[src/rtl/regfile_mp.sv]
`default_nettype none
// ============================================================================
// Module      : regfile_mp
// Description : Parametrised multi-port register file with two write ports
//               (ALU writeback, load return), combinational read ports and a
//               per-register busy scoreboard. Optional same-cycle write-to-read
//               forwarding is enabled by defining REGFILE_BYPASS_EN.
// Revision    : 1.0 - initial release
// ============================================================================
module regfile_mp #(
    parameter int DATA_WIDTH = 32,
    parameter int ADDR_WIDTH = 5,
    parameter int NUM_READ   = 2,
    parameter int ZERO_REG   = 1
) (
    input  logic                           clk,
    input  logic                           rst_n,
    input  logic                           we0,
    input  logic [ADDR_WIDTH-1:0]          wa0,
    input  logic [DATA_WIDTH-1:0]          wd0,
    input  logic                           we1,
    input  logic [ADDR_WIDTH-1:0]          wa1,
    input  logic [DATA_WIDTH-1:0]          wd1,
    input  logic                           set_busy,
    input  logic [ADDR_WIDTH-1:0]          set_addr,
    input  logic [NUM_READ*ADDR_WIDTH-1:0] ra,
    output logic [NUM_READ*DATA_WIDTH-1:0] rd,
    output logic [NUM_READ-1:0]            rd_busy,
    output logic                           any_busy
);

    localparam int                    c_DEPTH     = 2**ADDR_WIDTH;
    localparam logic [ADDR_WIDTH-1:0] c_ZERO_ADDR = '0;
    localparam bit                    c_HAS_ZERO  = (ZERO_REG != 0);

    logic [DATA_WIDTH-1:0] r_regs [c_DEPTH];
    logic [c_DEPTH-1:0]    r_busy;

    logic w_we0_ok;
    logic w_we1_ok;
    logic w_set_ok;

    // Anything aimed at the hardwired zero register is discarded up front.
    assign w_we0_ok = we0      && !(c_HAS_ZERO && (wa0      == c_ZERO_ADDR));
    assign w_we1_ok = we1      && !(c_HAS_ZERO && (wa1      == c_ZERO_ADDR));
    assign w_set_ok = set_busy && !(c_HAS_ZERO && (set_addr == c_ZERO_ADDR));

    always_ff @(posedge clk or negedge rst_n) begin
        if (!rst_n) begin
            for (int i = 0; i < c_DEPTH; i++) begin
                r_regs[i] <= '0;
            end
            r_busy <= '0;
        end else begin
            for (int i = 0; i < c_DEPTH; i++) begin
                // Port 0 carries the younger instruction, so it wins a collision.
                if (w_we0_ok && (wa0 == ADDR_WIDTH'(i))) begin
                    r_regs[i] <= wd0;
                end else if (w_we1_ok && (wa1 == ADDR_WIDTH'(i))) begin
                    r_regs[i] <= wd1;
                end
                // A freshly issued load outranks the return of the previous one.
                if (w_set_ok && (set_addr == ADDR_WIDTH'(i))) begin
                    r_busy[i] <= 1'b1;
                end else if (we1 && (wa1 == ADDR_WIDTH'(i))) begin
                    r_busy[i] <= 1'b0;
                end
            end
        end
    end

    for (genvar g = 0; g < NUM_READ; g++) begin : g_read
        logic [ADDR_WIDTH-1:0] w_ra;
        logic [DATA_WIDTH-1:0] w_data;
        logic                  w_busy;

        assign w_ra = ra[g*ADDR_WIDTH +: ADDR_WIDTH];

        always_comb begin
            w_data = r_regs[w_ra];
            w_busy = r_busy[w_ra];
`ifdef REGFILE_BYPASS_EN
            if (w_we0_ok && (wa0 == w_ra)) begin
                w_data = wd0;
            end else if (w_we1_ok && (wa1 == w_ra)) begin
                w_data = wd1;
                w_busy = 1'b0;
            end
`endif
            if (c_HAS_ZERO && (w_ra == c_ZERO_ADDR)) begin
                w_data = '0;
                w_busy = 1'b0;
            end
            // Outputs collapse to zero the instant reset asserts.
            if (!rst_n) begin
                w_data = '0;
                w_busy = 1'b0;
            end
        end

        assign rd[g*DATA_WIDTH +: DATA_WIDTH] = w_data;
        assign rd_busy[g]                     = w_busy;
    end

    assign any_busy = rst_n && (|r_busy);

endmodule
`default_nettype wire

[config.mk]
export PLATFORM = sky130hd
export DESIGN_NAME = regfile_mp
export DESIGN_NICKNAME = d
export VERILOG_FILES = /design/src/rtl/regfile_mp.sv
export SDC_FILE = /design/constraint.sdc
export NUM_CORES = 2
export LEC_CHECK = 0
export BUFFER_PORTS_ARGS = -buffer_cell sky130_fd_sc_hd__buf_2
export CAP_MARGIN = 20
export CORE_MARGIN = 2
export CORE_UTILIZATION = 45
export DETAILED_ROUTE_END_ITERATION = 16
export PLACE_DENSITY = 0.59
export RECOVER_POWER = 25
export SLEW_MARGIN = 25
export SYNTH_ARGS = -nofsm -noshare
export SYNTH_HDL_FRONTEND = slang
export SYNTH_SLANG_ARGS = --single-unit
[constraint.sdc]
create_clock -name clk -period 2.85 [get_ports clk]
set_input_delay 0.57 -clock clk [delete_from_list [all_inputs] [get_ports clk]]
set_output_delay 0.57 -clock clk [all_outputs]
set_load 0.01 [all_outputs]
==> impl_table.tex <==
\begin{tabular}{lr}
\hline
Metric & Value \\
\hline
\multicolumn{2}{l}{\textbf{Floorplanning}} \\
\quad Die span in y & 381.3 um \\
\quad I/O pin count & 161 \\
\quad Floorplan core area & 141,400 um\^{}2 \\
\quad Core Rows & 138 \\
\quad Die outline area & 145,400 um\^{}2 \\
\quad Die Wd & 381.3 um \\
\quad Starting Density & 45.29\% \\
\multicolumn{2}{l}{\textbf{Setup path}} \\
\quad Worst setup path startpoint & r\_regs[30] \\
\quad R2R Path End & r\_regs[40] \\
\quad Origin of the critical flop-to-flop path & r\_regs[40] \\
\quad Maximum fanout count along the critical path & 2 \\
\quad Depth of the most critical reg-to-reg path & 4 \\
\quad CP startpoint kind & flop \\
\quad Kind of critical path & reg -> out \\
\quad Setup slack on the worst flop-to-flop path & 1.86 ns \\
\quad Endpoint class of the critical path & primary output \\
\quad Crit path arrival time & 2.67 ns \\
\quad Endpoint required time on the critical path & 2.28 ns \\
\multicolumn{2}{l}{\textbf{Detailed routing}} \\
\quad Via count & 55.82k \\
\quad Wire per inst & 30.38 um \\
\quad Iteration-0 DRC Markers & 7,446 \\
\quad First-pass DRT Iterations & 6 \\
\quad Average vias per placed instance & 6.480 \\
\quad Wire length after detailed routing & 261,700 um \\
\quad Final routed DRC violation total & 0 \\
\quad DRT antenna net count & 0 \\
\multicolumn{2}{l}{\textbf{Global route}} \\
\quad Leftover overflow at the end of global routing & 0 \\
\quad Initial antenna violation count & 15 \\
\quad First-pass GRT wire length & 375,300 um \\
\quad Global routing usage summed across all routing layers & 34.82\% \\
\quad Maximum number of pins on one net before global-route repair & 154 \\
\quad Vias in the first global route & 53.13k \\
\multicolumn{2}{l}{\textbf{STA}} \\
\quad Crit path setup slack, layout & -0.3869 ns \\
\quad Setup violators final & 44 \\
\quad Post-route minimum period & 3.237 ns \\
\quad Maximum clock skew at final layout & 0 ns \\
\quad RSZ-0062 raised after global routing & yes \\
\quad Number of max-slew violations in the final report & 237 \\
\quad Final hold violation count & 0 \\
\quad Transition at the pin with the smallest max-transition slack & 2.004 ns \\
\quad Share of the clock period used by the worst path & 113.6\% \\
\quad Relative slew slack & -33.59\% \\
\quad Timing-limited maximum frequency & 308.9 MHz \\
\multicolumn{2}{l}{\textbf{Place}} \\
\quad Global placer's final weighted congestion & 0.9035 \\
\quad Dpl hpwl & 156,200 um \\
\quad Buffers added on ports & 160 \\
\quad Pre-CTS setup slack & -0.3459 ns \\
\multicolumn{2}{l}{\textbf{Clock tree}} \\
\quad TritonCTS Buffers & 117 \\
\quad Clock latency at the later pin of the worst-skew pair & 0.75 ns \\
\quad Clock edge transition at the registers on the reported setup and hold paths & 0.06 ns \\
\quad Clock Tree Buf Depth & 3 \\
\quad TritonCTS clock tree & done \\
\quad Clock H-tree levels & 3 \\
\quad Sinks on the clock net & 1,025 \\
\quad Cell at the root of the clock tree & sky130\_fd\_sc\_hd\_\_clkbuf\_16 \\
\multicolumn{2}{l}{\textbf{Layout}} \\
\quad Number of inserted filler cells in the final layout & 12.28k \\
\quad Count of nets after finishing & 6,716 \\
\quad Share of cells above drive strength 1 & 20.75\% \\
\quad Layout area overhead & 19.84\% \\
\multicolumn{2}{l}{\textbf{Logic synthesis}} \\
\quad Yosys warning total & 0 \\
\quad Average instance area after synthesis & 9.872 um\^{}2 \\
\quad Sequential fraction of the synthesis area & 40.05\% \\
\quad Leading register cell type out of synthesis & sky130\_fd\_sc\_hd\_\_dfrtp\_1 \\
\quad Flop and latch count out of synthesis & 1,025 \\
\quad Ys async rst share & 100.0\% \\
\quad Yosys top cell by area & sky130\_fd\_sc\_hd\_\_dfrtp\_1 \\
\quad Count of flip-flops with a built-in enable after synthesis & 0 \\
\quad Number of standard cells after synthesis & 6,487 \\
\quad Top post-synthesis cells by area & sky130\_fd\_sc\_hd\_\_dfrtp\_1 (40\%), sky130\_fd\_sc\_hd\_\_mux2i\_1 (25\%), sky130\_fd\_sc\_hd\_\_mux4\_2 (7.0\%) \\
\quad Synthesized net count & 6,581 \\
\quad Proportion of netlist area held by the largest area contributor & 40.05\% \\
\quad Cell variety after synth & 56 \\
\quad Post-synthesis cell area & 64,040 um\^{}2 \\
\multicolumn{2}{l}{\textbf{Pwr}} \\
\quad PwrDens & 656.9 nW/um\^{}2 \\
\quad Leakage Power & 35.00 nW \\
\quad VDD IR-drop max & 0.0006658 V \\
\quad Tot Pwr & 50.41 mW \\
\multicolumn{2}{l}{\textbf{Hold path}} \\
\quad Type of the most critical hold path & in -> reg \\
\quad Hold-critical path depth & 2 \\
\quad Worst hold path startpoint & set\_addr[2] \\
\quad Min-Delay Endpoint & r\_busy[3] \\
\multicolumn{2}{l}{\textbf{Job}} \\
\quad Max-cap violation count & 6 \\
\multicolumn{2}{l}{\textbf{Run status}} \\
\quad Outcome & finished, violations left \\
\quad Violated checks & capacitance limit, slew limit, setup timing \\
\hline
\end{tabular}
==> timing repair <==
item,in CTS,in global routing
endpoints found under the setup margin,66,64
setup buffers,100,55
hold buffers,1,0
pin swaps,106,104
endpoints found under the hold margin,15,0
gates cloned,14,9
resized for setup,183,169
==> layer usage <==
metal,up-vias,GRT usage [%],wire length (um)
met1,27838,48.45,106700
met3,701,8.428,28060
met4,8,16.00,13420
li1,23891,-,-
met2,3377,51.15,113500
met5,-,0,53
==> per-stage QoR <==
stage	hold WS [ns]	setup TNS, ns	instance area [um^2]	utilization (%)	instances
final	0.1163	-3.194	76750	54.27	8614
after global routing	0.1164	-5.419	76740	54.27	8612
after floorplan	0.2744	0	64040	-	6487
after CTS	0.07466	-2.738	75870	53.65	8554
after global placement	0.3610	-13.27	69740	49.32	8229
after detailed placement	0.3635	-8.597	69770	49.34	8230
==> critical path: stages (launching register included) <==
cell and delay, ns:
sky130_fd_sc_hd__dfrtp_1 0.40, sky130_fd_sc_hd__mux4_2 0.50, sky130_fd_sc_hd__a22oi_2 0.20, sky130_fd_sc_hd__nand4_1 0.37, sky130_fd_sc_hd__buf_4 0.28, sky130_fd_sc_hd__buf_6 0.11
==> cell type report <==
type	instances	area, um^2	area share, %
flip-flops and latches	1025	25650	33.42
multi-input cells	4704	36170	47.13
clock inverters	40	613.1	0.7989
repair buffers	767	8513	11.09
inverters	7	26.28	0.03424
diodes	7	17.52	0.02282
well taps	1890	2365	3.081
clock buffers	174	3392	4.420
==> worst max-delay path by stage <==
| stage | end | slack [ns] |
|---|---|---|
| after global placement | rd[62] | -0.47 |
| after detailed placement | rd[62] | -0.35 |
| after CTS | rd[62] | -0.40 |
| after global routing | rd[62] | -0.37 |
| final | rd[62] | -0.39 |
| after floorplan | rd_busy[0] | 0.27 |
==> layout by cell type, fill, tap and decap left out, drive strengths merged, types with 4 or more instances in the layout <==
cell      count
nand3b        5
a21oi       516
o21ai       572
nor2        545
inv          11
diode         7
nor4bb        4
clkinvlp      4
a22o          6
o31ai         5
nor4          8
clkbuf      211
bufinv       12
and4b         4
a221oi       64
nand4        69
nor2b        11
o22ai       197
mux4        199
nand3         9
clkinv       20
dfrtp      1025
mux2i      1584
a22oi       195
nand2b       10
and2          9
buf         726
or3b          7
or2           7
nand2       647
a32o          4
==> flip-flops by register name (all words and copies together), names as in the netlist <==
signal / flops
r_regs: 993
r_busy: 32
==> kinds of logic after synthesis <==
logic type | after synthesis | share of synthesized area [%]
AO/OA/AOI/OAI | 1569 | 13.92
AND/OR/NAND/NOR | 1352 | 8.985
flip-flops | 1025 | 40.05
buffers and inverters | 758 | 5.293
multiplexers | 1783 | 31.76
==> cell usage after synthesis (all sizes together) (11+ instances only) <==
library cell  instances
a21oi               516
a221oi               64
a22oi               195
buf                 250
clkbuf              501
dfrtp              1025
mux2i              1584
mux4                199
nand2               647
nand4                69
nor2                545
nor2b                11
o21ai               572
o22ai               197
==> where the power goes <==
part           switching (mW)  internal (mW)
logic                    6.16           6.50
registers                3.25           18.4
clock network            6.76           9.31
total                    16.2           34.2
No activity file was read; power rests on OpenSTA's default activity.
